==> config.mk <==
export PLATFORM = sky130hd
export DESIGN_NAME = fb_write_sched
export DESIGN_NICKNAME = d
export VERILOG_FILES = /design/src/rtl/fb_write_sched.sv
export SDC_FILE = /design/constraint.sdc
export NUM_CORES = 1
export LEC_CHECK = 0
export BUFFER_PORTS_ARGS = -buffer_cell sky130_fd_sc_hd__buf_2
export CORE_AREA = 3 3 74 111
export DETAILED_ROUTE_END_ITERATION = 8
export DIE_AREA = 0 0 77 114
export PLACE_DENSITY = 0.69
export SLEW_MARGIN = 0
export SYNTH_ARGS = -nofsm -noshare
export SYNTH_HDL_FRONTEND = slang
export SYNTH_SLANG_ARGS = --single-unit
==> constraint.sdc <==
create_clock -name dotclk -period 4.3 [get_ports dotclk]
set_clock_uncertainty 0.2 [all_clocks]
set_input_delay 0.215 -clock dotclk [delete_from_list [all_inputs] [get_ports dotclk]]
set_output_delay 0.215 -clock dotclk [all_outputs]
set_load 0.05 [all_outputs]
==> src/rtl/fb_write_sched.sv <==
// Write-port scheduler for the VGA framebuffer: arbitrates the capture pixel stream
// against a zero-fill clear engine, and gates capture to whole frames after each clear.
module fb_write_sched #(
    parameter int FB_DEPTH = 192000,
    parameter int ADDR_W   = 18,
    parameter int DROP_W   = 16
) (
    input  logic              dotclk,
    input  logic              reset,
    input  logic              cap_valid,
    input  logic [ADDR_W-1:0] cap_addr,
    input  logic              cap_pixel,
    input  logic              mode_80col,
    input  logic              vsync_n,
    input  logic              clear_req,
    output logic [ADDR_W-1:0] waddr,
    output logic              wdata,
    output logic              wren,
    output logic              clearing,
    output logic              clear_done,
    output logic [DROP_W-1:0] drop_count
);

    // state      | meaning
    // S_CLEAR    | zero-filling every location, one write per cycle
    // S_WAIT     | clear finished, waiting for the end of a vsync pulse
    // S_PASS     | forwarding in-range capture writes to the RAM
    typedef enum logic [1:0] {S_CLEAR, S_WAIT, S_PASS} state_t;

    localparam logic [ADDR_W-1:0] LAST_ADDR = ADDR_W'(FB_DEPTH - 1);
    localparam logic [ADDR_W:0]   CAP_LIMIT = (ADDR_W + 1)'(FB_DEPTH);

    state_t            state_q, state_d;
    logic [ADDR_W-1:0] ctr_q, ctr_d;
    logic              mode_q;
    logic              vs_seen_q, vs_seen_d;
    logic              done_pend_q;
    logic              restart, cap_ok;
    logic              wren_d, wdata_d, done_set, drop_inc;
    logic [ADDR_W-1:0] waddr_d;

    // A mode change and a clear request collapse into one restart.
    assign restart  = (mode_80col != mode_q) || clear_req;
    assign cap_ok   = cap_valid && ({1'b0, cap_addr} < CAP_LIMIT);
    assign clearing = (state_q == S_CLEAR);

    always_comb begin
        state_d   = state_q;
        ctr_d     = ctr_q;
        vs_seen_d = vs_seen_q;
        wren_d    = 1'b0;
        waddr_d   = waddr;
        wdata_d   = wdata;
        done_set  = 1'b0;
        drop_inc  = 1'b0;
        case (state_q)
            S_CLEAR: begin
                wren_d   = 1'b1;
                waddr_d  = ctr_q;
                wdata_d  = 1'b0;
                drop_inc = cap_valid;
                if (restart) begin
                    ctr_d = '0;
                end else if (ctr_q == LAST_ADDR) begin
                    state_d   = S_WAIT;
                    ctr_d     = '0;
                    vs_seen_d = 1'b0;
                    done_set  = 1'b1;
                end else begin
                    ctr_d = ctr_q + 1'b1;
                end
            end
            S_WAIT: begin
                drop_inc = cap_valid;
                if (restart) begin
                    state_d   = S_CLEAR;
                    ctr_d     = '0;
                    vs_seen_d = 1'b0;
                end else if (!vsync_n) begin
                    vs_seen_d = 1'b1;
                end else if (vs_seen_q) begin
                    state_d = S_PASS;
                end
            end
            S_PASS: begin
                if (restart) begin
                    state_d   = S_CLEAR;
                    ctr_d     = '0;
                    vs_seen_d = 1'b0;
                    drop_inc  = cap_valid;
                end else if (cap_ok) begin
                    wren_d  = 1'b1;
                    waddr_d = cap_addr;
                    wdata_d = cap_pixel;
                end else begin
                    drop_inc = cap_valid;
                end
            end
            default: begin
                state_d = S_CLEAR;
                ctr_d   = '0;
            end
        endcase
    end

    always_ff @(posedge dotclk) begin
        if (reset) begin
            state_q     <= S_CLEAR;
            ctr_q       <= '0;
            mode_q      <= mode_80col;
            vs_seen_q   <= 1'b0;
            done_pend_q <= 1'b0;
            waddr       <= '0;
            wdata       <= 1'b0;
            wren        <= 1'b0;
            clear_done  <= 1'b0;
            drop_count  <= '0;
        end else begin
            state_q     <= state_d;
            ctr_q       <= ctr_d;
            mode_q      <= mode_80col;
            vs_seen_q   <= vs_seen_d;
            // clear_done lands on the cycle after the last zero write is presented.
            done_pend_q <= done_set;
            clear_done  <= done_pend_q;
            waddr       <= waddr_d;
            wdata       <= wdata_d;
            wren        <= wren_d;
            if (drop_inc && (drop_count != '1))
                drop_count <= drop_count + 1'b1;
        end
    end

endmodule

==> metrics.txt <==
die area=between 8000 and 9000 um2; switching pwr=~250 uW; worst flop-to-flop path startpoint=state_q[0]; CP Cell Sequence=dlygate4sd3_1 > buf_2 > xor2_1 > nor2_1 > a41o_1 > nor2_1 > a211oi_1; R2R cell count=7; Root Driver=clkbuf_8; slew margin rel.=29.70%; sequential-to-total area share from yosys stat=41.17%; fin crit share=63.00%; CTS buffer count=9; minimum clock period after layout=between 2000 and 3000 ps; Area Overhead vs Synth=20.80%; wirelength, routed=7032 um; RR Endpoint=waddr[15]; most used flip-flop cell after synthesis=dfxtp_1; Synth Instances=330; largest net degree at the start of global routing=49; H-tree levels=3; crit end category=flip-flop; Final WS setup=between 1500 and 2000 ps; final hold vios=0; ANT nets after route=0; global route total overflow=0; layout cell share with drive strength beyond 1=21.83%; required time of the critical path=4350 ps; 1st-iter DRT viols=84; via-per-instance ratio=5.314; RSZ-0062 raised after global routing=no; internal power=903.6 uW; nets=422; TritonCTS sink count=60; Setup WS pre-CTS=1669 ps; Core ar.=7274 um2; # rows=38; worst-skew pair later-pin latency=between 300 and 400 ps; DRC=0; PD cells=328.7 nW/um2; Clock power frac=46.5%; Mean Syn Cell Area=~8.8 um2; fmax=0.3692 GHz; first-pass GRT wire length=between 10000 and 15000 um; Reg clk slew, reported paths=60 ps; die width=77 um; Power, Total=1158 uW; number of global-route vias before repair=2435; Post-DP HPWL=about 5200 um; Slowest Stage Delay on Critical Path=970 ps; CP dominant cell by count=nor2_1; Synth warnings=0; Top-Level Pins=63; crit start category=input port; synthesized area=2918 um2; leakage=0.001377 uW; r2r setup slk=between 1500 and 2000 ps; hold_ws=31.42 ps; CTS tree=built; Worst Tran Pin Value=1054 ps; crit-path max FO=37; register bit total from synthesis=60; router iterations before antenna repair=4; GRT Total Usage=16.81%; number of antenna diodes=0; Post-synth EDFFs=0; Hold Crit Depth=3; MaxCap Viol Count=0; sequential share of power=48.6%; Logic pwr share=5.0%; post-synth top area share=41.17%; status=complete, no violations; post_cts resized=0; Crit Path Class=in -> reg; Hold Crit Class=in -> reg; postcts setup bufs=0; post-synthesis cell type count=45; fillcell total=744; Max Buffers Root-to-Sink=2; port bufs=62; Setup TNS Final=0 ps; fin. max-slew vios=0; Hold Crit Endpoint=waddr[7]; final setup fails=0; initial antenna violation count=0; Hold Crit Start=cap_addr[7]; Sw Ratio=between 20 and 25%; commonest cells in the netlist=dfxtp_1, nor2_1, nand2_1; fraction of registers with async set/reset=0%; drt wl/cell=14.23 um; Starting Density=40.11%; synth top area cells=dfxtp_1, nor2_1, mux2i_1; critical path arrival=2760 ps; count leader, synth=dfxtp_1; Yosys top cell by area=dfxtp_1; gpl congestion=between 0.9 and 1; syn_nets=361; peak supply drop=252.0 uV; Slowest-stage cell, CP=a41o_1; vias after detailed routing=around 2600; Die H=114 um
-- cells by family (layout without fill, tap and decap cells) --
logic type,after synthesis,after routing,share of synthesized area [%]
AOI/OAI and AO/OA,55,55,13.51
xor gates and xnor gates,19,19,5.703
adders and majority gates,6,6,2.573
buffers and inverters,23,87,3.474
DFF,60,60,41.17
muxes,23,23,8.104
and+or+nand+nor,144,144,25.47
-- cell usage in the layout, fill, tap and decap left out, types with 3 or more instances in the layout --
master	netlist	final
dlygate4sd3_1	0	3
and3_1	4	4
nor2_1	50	50
nand4_1	10	10
a211oi_1	18	18
buf_2	6	62
xor2_1	15	15
o31ai_1	8	8
mux2_1	3	3
nor4_1	3	3
a21oi_1	16	16
mux2i_1	18	18
inv_1	7	7
nand3_1	16	16
nor3_1	4	4
or4_1	8	8
xnor2_1	4	4
nor2b_1	8	8
clkbuf_8	0	13
dfxtp_1	60	60
and4_1	5	5
nand2_1	24	24
ha_1	6	6
-- layout make-up --
| class | count | area [um2] | share of cell area [%] |
|---|---|---|---|
| Multi-Input combinational cell | 247 | 1615 | 45.83 |
| Sequential cell | 60 | 1201 | 34.08 |
| Timing Repair Buffer | 66 | 347.8 | 9.869 |
| Clock buffer | 13 | 178.9 | 5.076 |
| Tap cell | 100 | 125.1 | 3.550 |
| Clock inverter | 1 | 30.03 | 0.8520 |
| Inverter | 7 | 26.28 | 0.7455 |
-- registers in the layout, summed over array words and instances, names as in the netlist, 2 cells and up --
register    count
ctr_q          18
waddr          18
drop_count     16
state_q         2
-- worst max-delay path: cells and delay by family --
kind	cells	cell delay [ps]
compound gates	2	1220
buf+inv	2	660
simple gates	2	500
xor+xnor	1	150
-- timing repair --
action	in CTS	in global routing
hold buffers	3	0
endpoints found under the setup margin	0	0
hold endpoints to repair	3	0
-- routing by layer --
layer	track usage [%]	vias up	wire (um)
li1	-	1332	-
met1	19.30	1212	2992
met2	28.58	65	3542
met3	4.423	16	298
met4	8.789	0	198
met5	0	-	0
-- power by group through the flow --
stage / combinational (uW) / sequential [uW] / clock (uW)
after floorplan: 26.5 / 582 / 0
after global placement: 54.7 / 575 / 0
after detailed placement: 55.7 / 575 / 0
after CTS: 58.1 / 562 / 554
after global routing: 63.0 / 563 / 575
final: 57.6 / 563 / 538
-- how the worst max path moves through the flow --
stage | startpoint | endpoint | slack (ps) | cells after the start
2_1_floorplan | state_q[0] | drop_count[5] | 1770 | 7
3_3_place_gp | state_q[0] | waddr[17] | 1800 | 7
3_5_place_dp | state_q[0] | waddr[15] | 1670 | 7
4_1_cts | mode_80col | waddr[15] | 1570 | 7
5_1_grt | mode_80col | waddr[15] | 1270 | 7
6_report | mode_80col | waddr[15] | 1590 | 7
-- through the flow --
step	area, um2	std cells	util [%]
5_1_grt	3525	494	48.45
2_1_floorplan	2918	330	-
3_5_place_dp	3286	477	45.17
6_report	3525	494	48.45
4_1_cts	3525	494	48.45
3_3_place_gp	3286	477	45.17
No activity file was read; power rests on OpenSTA's default activity.
